==> config.mk <==
export PLATFORM = sky130hd
export DESIGN_NAME = despread_symbol_timing_ctrl
export DESIGN_NICKNAME = d
export VERILOG_FILES = /design/src/rtl/dsss_timing_pkg.sv /design/src/rtl/despread_mag_abs.sv /design/src/rtl/despread_symbol_timing_ctrl.sv
export SDC_FILE = /design/constraint.sdc
export NUM_CORES = 2
export LEC_CHECK = 0
export CAP_MARGIN = 30
export CELL_PAD_IN_SITES_DETAIL_PLACEMENT = 1
export CELL_PAD_IN_SITES_GLOBAL_PLACEMENT = 2
export CORE_MARGIN = 1
export CORE_UTILIZATION = 35
export DETAILED_ROUTE_END_ITERATION = 6
export GPL_ROUTABILITY_DRIVEN = 0
export PLACE_DENSITY_LB_ADDON = 0.3
export SYNTH_ARGS = -nofsm -noshare
export SYNTH_HDL_FRONTEND = slang
export SYNTH_HIERARCHICAL = 1
export SYNTH_SLANG_ARGS = --single-unit
export TNS_END_PERCENT = 1
==> constraint.sdc <==
create_clock -name clk -period 6 [get_ports clk]
set_input_delay 0.9 -clock clk [delete_from_list [all_inputs] [get_ports clk]]
set_output_delay 0.9 -clock clk [all_outputs]
set_load 0.05 [all_outputs]
==> src/rtl/dsss_timing_pkg.sv <==
// Shared types and sizing for the DSSS despreader symbol-timing controller.
package dsss_timing_pkg;

    typedef enum logic [2:0] {
        ST_IDLE,
        ST_CLEAR,
        ST_ACQUIRE,
        ST_DECIDE,
        ST_TRACK
    } state_t;

    localparam int SPS_DEF = 20;
    localparam int MAG_W   = 33;

    function automatic int acc_width(input int acq_symbols);
        return MAG_W + $clog2(acq_symbols);
    endfunction

    function automatic logic [4:0] phase_inc(input logic [4:0] p, input int sps);
        return (p == 5'(sps - 1)) ? 5'd0 : p + 5'd1;
    endfunction

    function automatic logic [4:0] phase_dec(input logic [4:0] p, input int sps);
        return (p == 5'd0) ? 5'(sps - 1) : p - 5'd1;
    endfunction

endpackage

==> src/rtl/despread_mag_abs.sv <==
// Registered |I|+|Q| of one despreader sample; 1-cycle latency, no backpressure.
// |-2^31| is carried exactly in the 33-bit result.
module despread_mag_abs
    import dsss_timing_pkg::*;
(
    input  logic             clk,
    input  logic             reset,
    input  logic             i_vld,
    input  logic [31:0]      i_i,
    input  logic [31:0]      i_q,
    output logic             o_vld,
    output logic [MAG_W-1:0] o_mag
);

    logic [MAG_W-1:0] w_ext_i;
    logic [MAG_W-1:0] w_ext_q;
    logic [MAG_W-1:0] w_abs_i;
    logic [MAG_W-1:0] w_abs_q;
    logic             r_vld;
    logic [MAG_W-1:0] r_mag;

    assign w_ext_i = {i_i[31], i_i};
    assign w_ext_q = {i_q[31], i_q};
    assign w_abs_i = i_i[31] ? (MAG_W'(0) - w_ext_i) : w_ext_i;
    assign w_abs_q = i_q[31] ? (MAG_W'(0) - w_ext_q) : w_ext_q;

    always_ff @(posedge clk or negedge reset) begin
        if (!reset) begin
            r_vld <= 1'b0;
            r_mag <= '0;
        end else begin
            r_vld <= i_vld;
            if (i_vld) begin
                r_mag <= w_abs_i + w_abs_q;
            end
        end
    end

    assign o_vld = r_vld;
    assign o_mag = r_mag;

endmodule

==> src/rtl/despread_symbol_timing_ctrl.sv <==
// Picks the max-energy chip phase from the despreader stream and emits one symbol per period there;
// symbol out 1 cycle after its sample, no backpressure. EARLY_LATE_EN adds early/late phase tracking.
module despread_symbol_timing_ctrl
    import dsss_timing_pkg::*;
#(
    parameter int          SPS         = SPS_DEF,
    parameter int          ACQ_SYMBOLS = 8,
    parameter logic [31:0] LOCK_THRESH = 32'd4000000,
    parameter int          LOSS_LIMIT  = 4
) (
    input  logic        clk,
    input  logic        reset,
    input  logic        enable,
    input  logic        acq_restart,
    input  logic [31:0] despread_i,
    input  logic [31:0] despread_q,
    input  logic        despread_valid,
    output logic [31:0] symbol_i,
    output logic [31:0] symbol_q,
    output logic        symbol_valid,
    output logic        locked,
    output logic [4:0]  best_phase
);

    localparam int ACC_W     = acc_width(ACQ_SYMBOLS);
    localparam int ACQ_CNT_W = $clog2(ACQ_SYMBOLS * SPS);
    localparam int WEAK_W    = $clog2(LOSS_LIMIT + 1);
    localparam logic [ACC_W-1:0] DECIDE_THRESH = ACC_W'(LOCK_THRESH) * ACC_W'(ACQ_SYMBOLS);
    localparam logic [MAG_W-1:0] SYM_THRESH    = MAG_W'(LOCK_THRESH);

    state_t               r_state;
    logic [4:0]           r_phase;
    logic [4:0]           r_phase_d;
    logic [4:0]           r_idx;
    logic [4:0]           r_arg;
    logic [4:0]           r_best;
    logic [ACQ_CNT_W-1:0] r_acq_cnt;
    logic [ACC_W-1:0]     r_acc [SPS];
    logic [ACC_W-1:0]     r_max;
    logic [WEAK_W-1:0]    r_weak;
    logic [31:0]          r_sym_i;
    logic [31:0]          r_sym_q;
    logic                 r_sym_vld;
    logic                 r_locked;

    logic                 w_counted;
    logic                 w_mag_vld;
    logic [MAG_W-1:0]     w_mag;
    logic                 w_cand_gt;
    logic [ACC_W-1:0]     w_cand_max;
    logic [4:0]           w_cand_arg;
    logic                 w_at_best;

`ifdef EARLY_LATE_EN
    localparam logic signed [ACC_W:0] EL_THRESH = (ACC_W+1)'(LOCK_THRESH);
    logic signed [ACC_W:0] r_el_diff;
    logic [2:0]            r_el_sym;
    logic                  r_el_pend;
    logic                  r_el_up;
    logic [4:0]            w_ph_plus;
    logic [4:0]            w_ph_minus;
    logic [4:0]            w_ph_mid;
    logic signed [ACC_W:0] w_el_mag;
    logic signed [ACC_W:0] w_el_abs;

    assign w_ph_plus  = phase_inc(r_best, SPS);
    assign w_ph_minus = phase_dec(r_best, SPS);
    assign w_ph_mid   = 5'((int'(r_best) + SPS / 2) % SPS);
    assign w_el_mag   = $signed({{(ACC_W + 1 - MAG_W){1'b0}}, w_mag});
    assign w_el_abs   = r_el_diff[ACC_W] ? -r_el_diff : r_el_diff;
`endif

    // Samples are tagged at the input so the magnitude, its phase and the acquisition count stay aligned.
    assign w_counted = despread_valid &&
                       (r_state == ST_ACQUIRE || r_state == ST_DECIDE || r_state == ST_TRACK);
    assign w_at_best = despread_valid && (r_phase == r_best);

    assign w_cand_gt  = r_acc[r_idx] > r_max;
    assign w_cand_max = w_cand_gt ? r_acc[r_idx] : r_max;
    assign w_cand_arg = w_cand_gt ? r_idx : r_arg;

    despread_mag_abs u_mag (
        .clk   (clk),
        .reset (reset),
        .i_vld (w_counted),
        .i_i   (despread_i),
        .i_q   (despread_q),
        .o_vld (w_mag_vld),
        .o_mag (w_mag)
    );

    always_ff @(posedge clk or negedge reset) begin
        if (!reset) begin
            r_state   <= ST_IDLE;
            r_phase   <= '0;
            r_phase_d <= '0;
            r_idx     <= '0;
            r_arg     <= '0;
            r_best    <= '0;
            r_acq_cnt <= '0;
            for (int k = 0; k < SPS; k++) begin
                r_acc[k] <= '0;
            end
            r_max     <= '0;
            r_weak    <= '0;
            r_sym_i   <= '0;
            r_sym_q   <= '0;
            r_sym_vld <= 1'b0;
            r_locked  <= 1'b0;
`ifdef EARLY_LATE_EN
            r_el_diff <= '0;
            r_el_sym  <= '0;
            r_el_pend <= 1'b0;
            r_el_up   <= 1'b0;
`endif
        end else begin
            r_sym_vld <= 1'b0;
            if (w_counted) begin
                r_phase   <= phase_inc(r_phase, SPS);
                r_phase_d <= r_phase;
            end
            if (!enable) begin
                r_state  <= ST_IDLE;
                r_locked <= 1'b0;
            end else if (acq_restart && r_state != ST_IDLE) begin
                r_state  <= ST_CLEAR;
                r_idx    <= '0;
                r_locked <= 1'b0;
            end else begin
                case (r_state)
                    ST_IDLE: begin
                        r_state <= ST_CLEAR;
                        r_idx   <= '0;
                    end
                    ST_CLEAR: begin
                        r_acc[r_idx] <= '0;
                        r_phase      <= '0;
                        r_acq_cnt    <= '0;
                        r_max        <= '0;
                        r_arg        <= '0;
                        r_weak       <= '0;
`ifdef EARLY_LATE_EN
                        r_el_diff    <= '0;
                        r_el_sym     <= '0;
                        r_el_pend    <= 1'b0;
`endif
                        if (r_idx == 5'(SPS - 1)) begin
                            r_idx   <= '0;
                            r_state <= ST_ACQUIRE;
                        end else begin
                            r_idx <= r_idx + 5'd1;
                        end
                    end
                    ST_ACQUIRE: begin
                        if (w_mag_vld) begin
                            r_acc[r_phase_d] <= r_acc[r_phase_d] + ACC_W'(w_mag);
                            r_acq_cnt        <= r_acq_cnt + 1'b1;
                            if (r_acq_cnt == ACQ_CNT_W'(ACQ_SYMBOLS * SPS - 1)) begin
                                r_state <= ST_DECIDE;
                                r_idx   <= '0;
                            end
                        end
                    end
                    ST_DECIDE: begin
                        r_max <= w_cand_max;
                        r_arg <= w_cand_arg;
                        if (r_idx == 5'(SPS - 1)) begin
                            r_idx <= '0;
                            if (w_cand_max >= DECIDE_THRESH) begin
                                r_best   <= w_cand_arg;
                                r_state  <= ST_TRACK;
                                r_locked <= 1'b1;
                            end else begin
                                r_state <= ST_CLEAR;
                            end
                        end else begin
                            r_idx <= r_idx + 5'd1;
                        end
                    end
                    ST_TRACK: begin
                        if (w_at_best) begin
                            r_sym_i   <= despread_i;
                            r_sym_q   <= despread_q;
                            r_sym_vld <= 1'b1;
                        end
                        if (w_mag_vld && r_phase_d == r_best) begin
                            if (w_mag < SYM_THRESH) begin
                                if (r_weak == WEAK_W'(LOSS_LIMIT - 1)) begin
                                    r_state  <= ST_CLEAR;
                                    r_idx    <= '0;
                                    r_locked <= 1'b0;
                                end else begin
                                    r_weak <= r_weak + 1'b1;
                                end
                            end else begin
                                r_weak <= '0;
                            end
                        end
`ifdef EARLY_LATE_EN
                        if (w_mag_vld) begin
                            if (r_phase_d == w_ph_plus) begin
                                r_el_diff <= r_el_diff + w_el_mag;
                            end else if (r_phase_d == w_ph_minus) begin
                                r_el_diff <= r_el_diff - w_el_mag;
                            end else if (r_phase_d == r_best) begin
                                r_el_sym <= r_el_sym + 3'd1;
                                if (r_el_sym == 3'd7) begin
                                    r_el_diff <= '0;
                                    if (w_el_abs > EL_THRESH) begin
                                        r_el_pend <= 1'b1;
                                        r_el_up   <= !r_el_diff[ACC_W];
                                    end
                                end
                            end
                        end
                        // Moving at mid-symbol keeps exactly one strobe per (stretched or shrunk) period.
                        if (r_el_pend && despread_valid && r_phase == w_ph_mid) begin
                            r_best    <= r_el_up ? w_ph_plus : w_ph_minus;
                            r_el_pend <= 1'b0;
                        end
`endif
                    end
                    default: begin
                        r_state <= ST_IDLE;
                    end
                endcase
            end
        end
    end

    assign symbol_i     = r_sym_i;
    assign symbol_q     = r_sym_q;
    assign symbol_valid = r_sym_vld;
    assign locked       = r_locked;
    assign best_phase   = r_best;

endmodule

==> results by group <==
Status
  – Status: completed

Final layout
  – Final Cell Area: 59300 um2
  – Fraction of layout cells with a size suffix above 1: 20.5%
  – Fin cells: 6642
  – Most common cell after layout, fill and taps aside: dfrtp_1
  – Commonest non-fill, non-tap cells in the layout: 888 x dfrtp_1, 542 x nand2_1, 429 x o21ai_0
  – Layout area overhead: 17.3%
  – Layout Nets: 4835

Setup path
  – Crit-path max FO: 24
  – Worst path max stage delay: 740 ps
  – Worst EP required: 6620 ps
  – Crit path max-delay family: compound AO/OA/AOI/OAI gates
  – Critical path cell sequence: buf_12, buf_12, mux4_2, a21oi_1, o22ai_1, ha_1, nand2_1, nor2_1, nand3_1, o31ai_2, a31oi_1, buf_4, o32ai_1, o221a_2, o21ai_1, buf_4, xnor2_2, buf_12, a22o_1
  – Worst setup EP type: flip-flop
  – Critical-path top delay cell: dfrtp_4
  – CP bufs+invs: 5
  – FF-to-FF setup slack: 260 ps
  – Setup Crit Path Kind: reg2reg
  – Worst R2R Start: r_phase_d[0]
  – Crit path launch: r_phase_d[0]
  – Critical Path Source Type: flip-flop
  – Critical path arrival: 6360 ps
  – Top cell by count, worst path: buf_12

Floorplan
  – Die width: 382 um
  – Core ar.: 143000 um2
  – Starting Density: 35.2%
  – Die ar.: 146000 um2
  – Die Y: 382 um
  – Num ports: 140
  – Num rows: 139

Pwr
  – P_sw: 3.86 mW
  – Power Density: 242 nW/um2
  – Net Sw Frac: 26.9%
  – Clock share of power: 47.2%
  – Sequential Power Share: 42.6%
  – Pleak: 25.1 nW
  – Worst IR Drop VDD: 0.229 mV
  – Logic pwr share: 10.2%
  – Int Pwr: 10.5 mW

Routing
  – TritonRoute pass-1 iters: 5
  – Final wirelength: 197 mm
  – Vias after detailed routing: 40500
  – Routed wire per std cell: 29.6 um
  – # DRC: 0
  – Iteration-0 DRC Markers: 3510
  – Drt via density: 6.10
  – Post-DRT Antenna Nets: 0

Placement
  – Port Buf Inserts: 139
  – HPWL after DPL: 136 mm
  – Post-Place Cells: 6446
  – Area after DPL: 55700 um2

Logic synthesis
  – Synthesized area per cell: 11.2 um2
  – Seq/Total Area, Yosys: 44.3%
  – Post-synthesis cell area: 50600 um2
  – EDFF count, synth: 0
  – Ys flop type: dfrtp_1
  – Synth Instances: 4504
  – Syn nets: 4686
  – Synthesis Warnings: 6
  – Post-synth ARST share: 100%
  – #FFs+latches synth: 895
  – Synth cell types: 89

GRT
  – Initial antenna violation count: 5
  – Total gr overflow: 0
  – Vias in the first global route: 42800
  – Global-route wire length before repair: 295 mm
  – Pin count of the biggest net entering global routing: 158
  – GRT Overall Usage: 27.0%

Timing
  – RSZ-0062 raised after global routing: no
  – Total Neg Setup Slack: 0 ps
  – Minimum clock period: 5740 ps
  – Slew margin rel.: 27.5%
  – Max Fclk: 174 MHz
  – Worst-Margin Slew: 1090 ps
  – Max-slew violation count: 0
  – Final Hold Fails: 0
  – Final setup viols: 0
  – Worst Clk Skew: 45.6 ps
  – Final period util: 95.6%

Clock tree
  – Setup bufs post-CTS: 0
  – Root buf cell: clkbuf_16
  – Clock-pin slew on the worst setup and hold paths: 60 ps
  – Worst-skew pair later-pin latency: 770 ps
  – Clock buffer depth: 3
  – CTS Hold Bufs: 0
  – Clock sinks: 895
  – CTS tree: done
  – H-tree levels: 3
  – PostCTS Resize Cnt: 0
  – Number of CTS-inserted buffers: 107

Flow run
  – MaxCap Viol Count: 0

Worst hold path
  – Worst min-delay path class: in2async
==> power groups by stage <==
| stage | sequential [mW] | clock (mW) | combinational, mW |
|---|---|---|---|
| after floorplan | 6.20 | 0 | 0.823 |
| after global placement | 6.23 | 0 | 1.45 |
| after detailed placement | 6.23 | 0 | 1.46 |
| after CTS | 6.12 | 6.90 | 1.47 |
| after global routing | 6.12 | 7.11 | 1.59 |
| final | 6.12 | 6.77 | 1.46 |
==> worst reg2reg max path, cell delays in order (launching register included) <==
cell and delay (ps):
dfrtp_4 740, buf_12 300, buf_12 270, mux4_2 530, a21oi_1 360, o22ai_1 290, ha_1 410, nand2_1 80
nor2_1 180, nand3_1 120, o31ai_2 480, a31oi_1 180, buf_4 180, o32ai_1 380, o221a_2 310, o21ai_1 70
buf_4 150, xnor2_2 140, buf_12 190, a22o_1 220
==> per-stage QoR <==
| step | power (mW) | hold slack, ps | setup WS [ps] | utilization, % |
|---|---|---|---|---|
| global route | 14.8 | 105 | 28.3 | 41.3 |
| global placement | 7.68 | 468 | 249 | 38.7 |
| CTS | 14.5 | 48.0 | 91.2 | 41.3 |
| detailed placement | 7.68 | 482 | 166 | 38.8 |
| finish | 14.3 | 81.6 | 263 | 41.3 |
| floorplan | 7.02 | 457 | 603 | - |
==> cell type report <==
cell class / count / area, um2
fill: 15400 / 84200
multi-input combinational: 3105 / 26300
sequential: 895 / 22400
timing repair buffer: 421 / 4120
clock buffer: 152 / 3070
tap: 1903 / 2380
clock inverter: 42 / 517
inverter: 123 / 463
antenna: 1 / 2.50
==> metal layers <==
| layer | GRT usage [%] | vias up | share of wire, % |
|---|---|---|---|
| met5 | 0 | - | 0.014 |
| met4 | 8.32 | 4 | 3.0 |
| met3 | 4.94 | 333 | 7.0 |
| met2 | 44.2 | 1494 | 48 |
| met1 | 36.3 | 21500 | 42 |
| li1 | - | 17200 | - |
==> Yosys cell counts (8+ instances only) <==
library cell | instances | area share, %
mux2_2 | 79 | 1.8
or3_1 | 10 | 0.12
and3_1 | 21 | 0.26
o41ai_1 | 9 | 0.16
dfrtp_1 | 895 | 44
a211oi_1 | 29 | 0.43
a2111oi_0 | 9 | 0.16
o21ai_0 | 429 | 4.2
nand2b_1 | 16 | 0.20
nor4_1 | 18 | 0.22
a221oi_1 | 13 | 0.23
nand3_1 | 62 | 0.61
a22oi_1 | 8 | 0.12
nor2_1 | 129 | 0.96
o221ai_1 | 10 | 0.17
buf_4 | 13 | 0.19
o31ai_1 | 47 | 0.70
o21bai_1 | 13 | 0.19
buf_2 | 50 | 0.49
buf_6 | 11 | 0.24
mux4_2 | 334 | 15
o211ai_1 | 9 | 0.13
o21ai_1 | 40 | 0.40
xnor2_1 | 98 | 1.7
a31oi_1 | 16 | 0.20
nand4_1 | 23 | 0.28
ha_1 | 111 | 2.7
a21o_1 | 43 | 0.64
buf_1 | 29 | 0.22
nand2_1 | 549 | 4.1
mux2i_1 | 147 | 2.9
and2_1 | 21 | 0.26
nor2b_1 | 32 | 0.40
o22ai_1 | 48 | 0.59
o21a_1 | 20 | 0.30
a22o_1 | 395 | 6.8
inv_1 | 120 | 0.89
nor3_1 | 40 | 0.40
xor2_1 | 28 | 0.49
a21oi_1 | 132 | 1.3
clkbuf_1 | 272 | 2.0
==> kinds of logic after synthesis <==
group                      Yosys count  synth area share [%]
DFF                                895                  44.3
and+or+nand+nor                    973                  8.60
adders and majority gates          113                  2.83
xor gates and xnor gates           126                  2.18
buffers and inverters              504                  4.28
AOI/OAI and AO/OA                 1325                  17.9
muxes                              568                  19.9
==> flip-flops by register name (all words and copies together), names as in the netlist, 3 cells and up <==
name	count
best_phase	5
r_acq_cnt	8
r_acc	720
r_state	3
symbol_q	32
r_weak	3
u_mag/o_mag	33
r_idx	5
symbol_i	32
r_arg	5
r_phase	5
r_phase_d	5
r_max	36
==> path summary, 6_finish.rpt <==
kind	end	cells after the start
min in group clk	r_weak[0]	1
max in group asynchronous	r_acc[381]	3
setup reg to reg	r_acc[431]	19
hold / removal	r_max[11]	1
setup / recovery	r_acc[431]	19
hold reg to reg	r_weak[0]	1
Power figures use the tool's default switching activity.
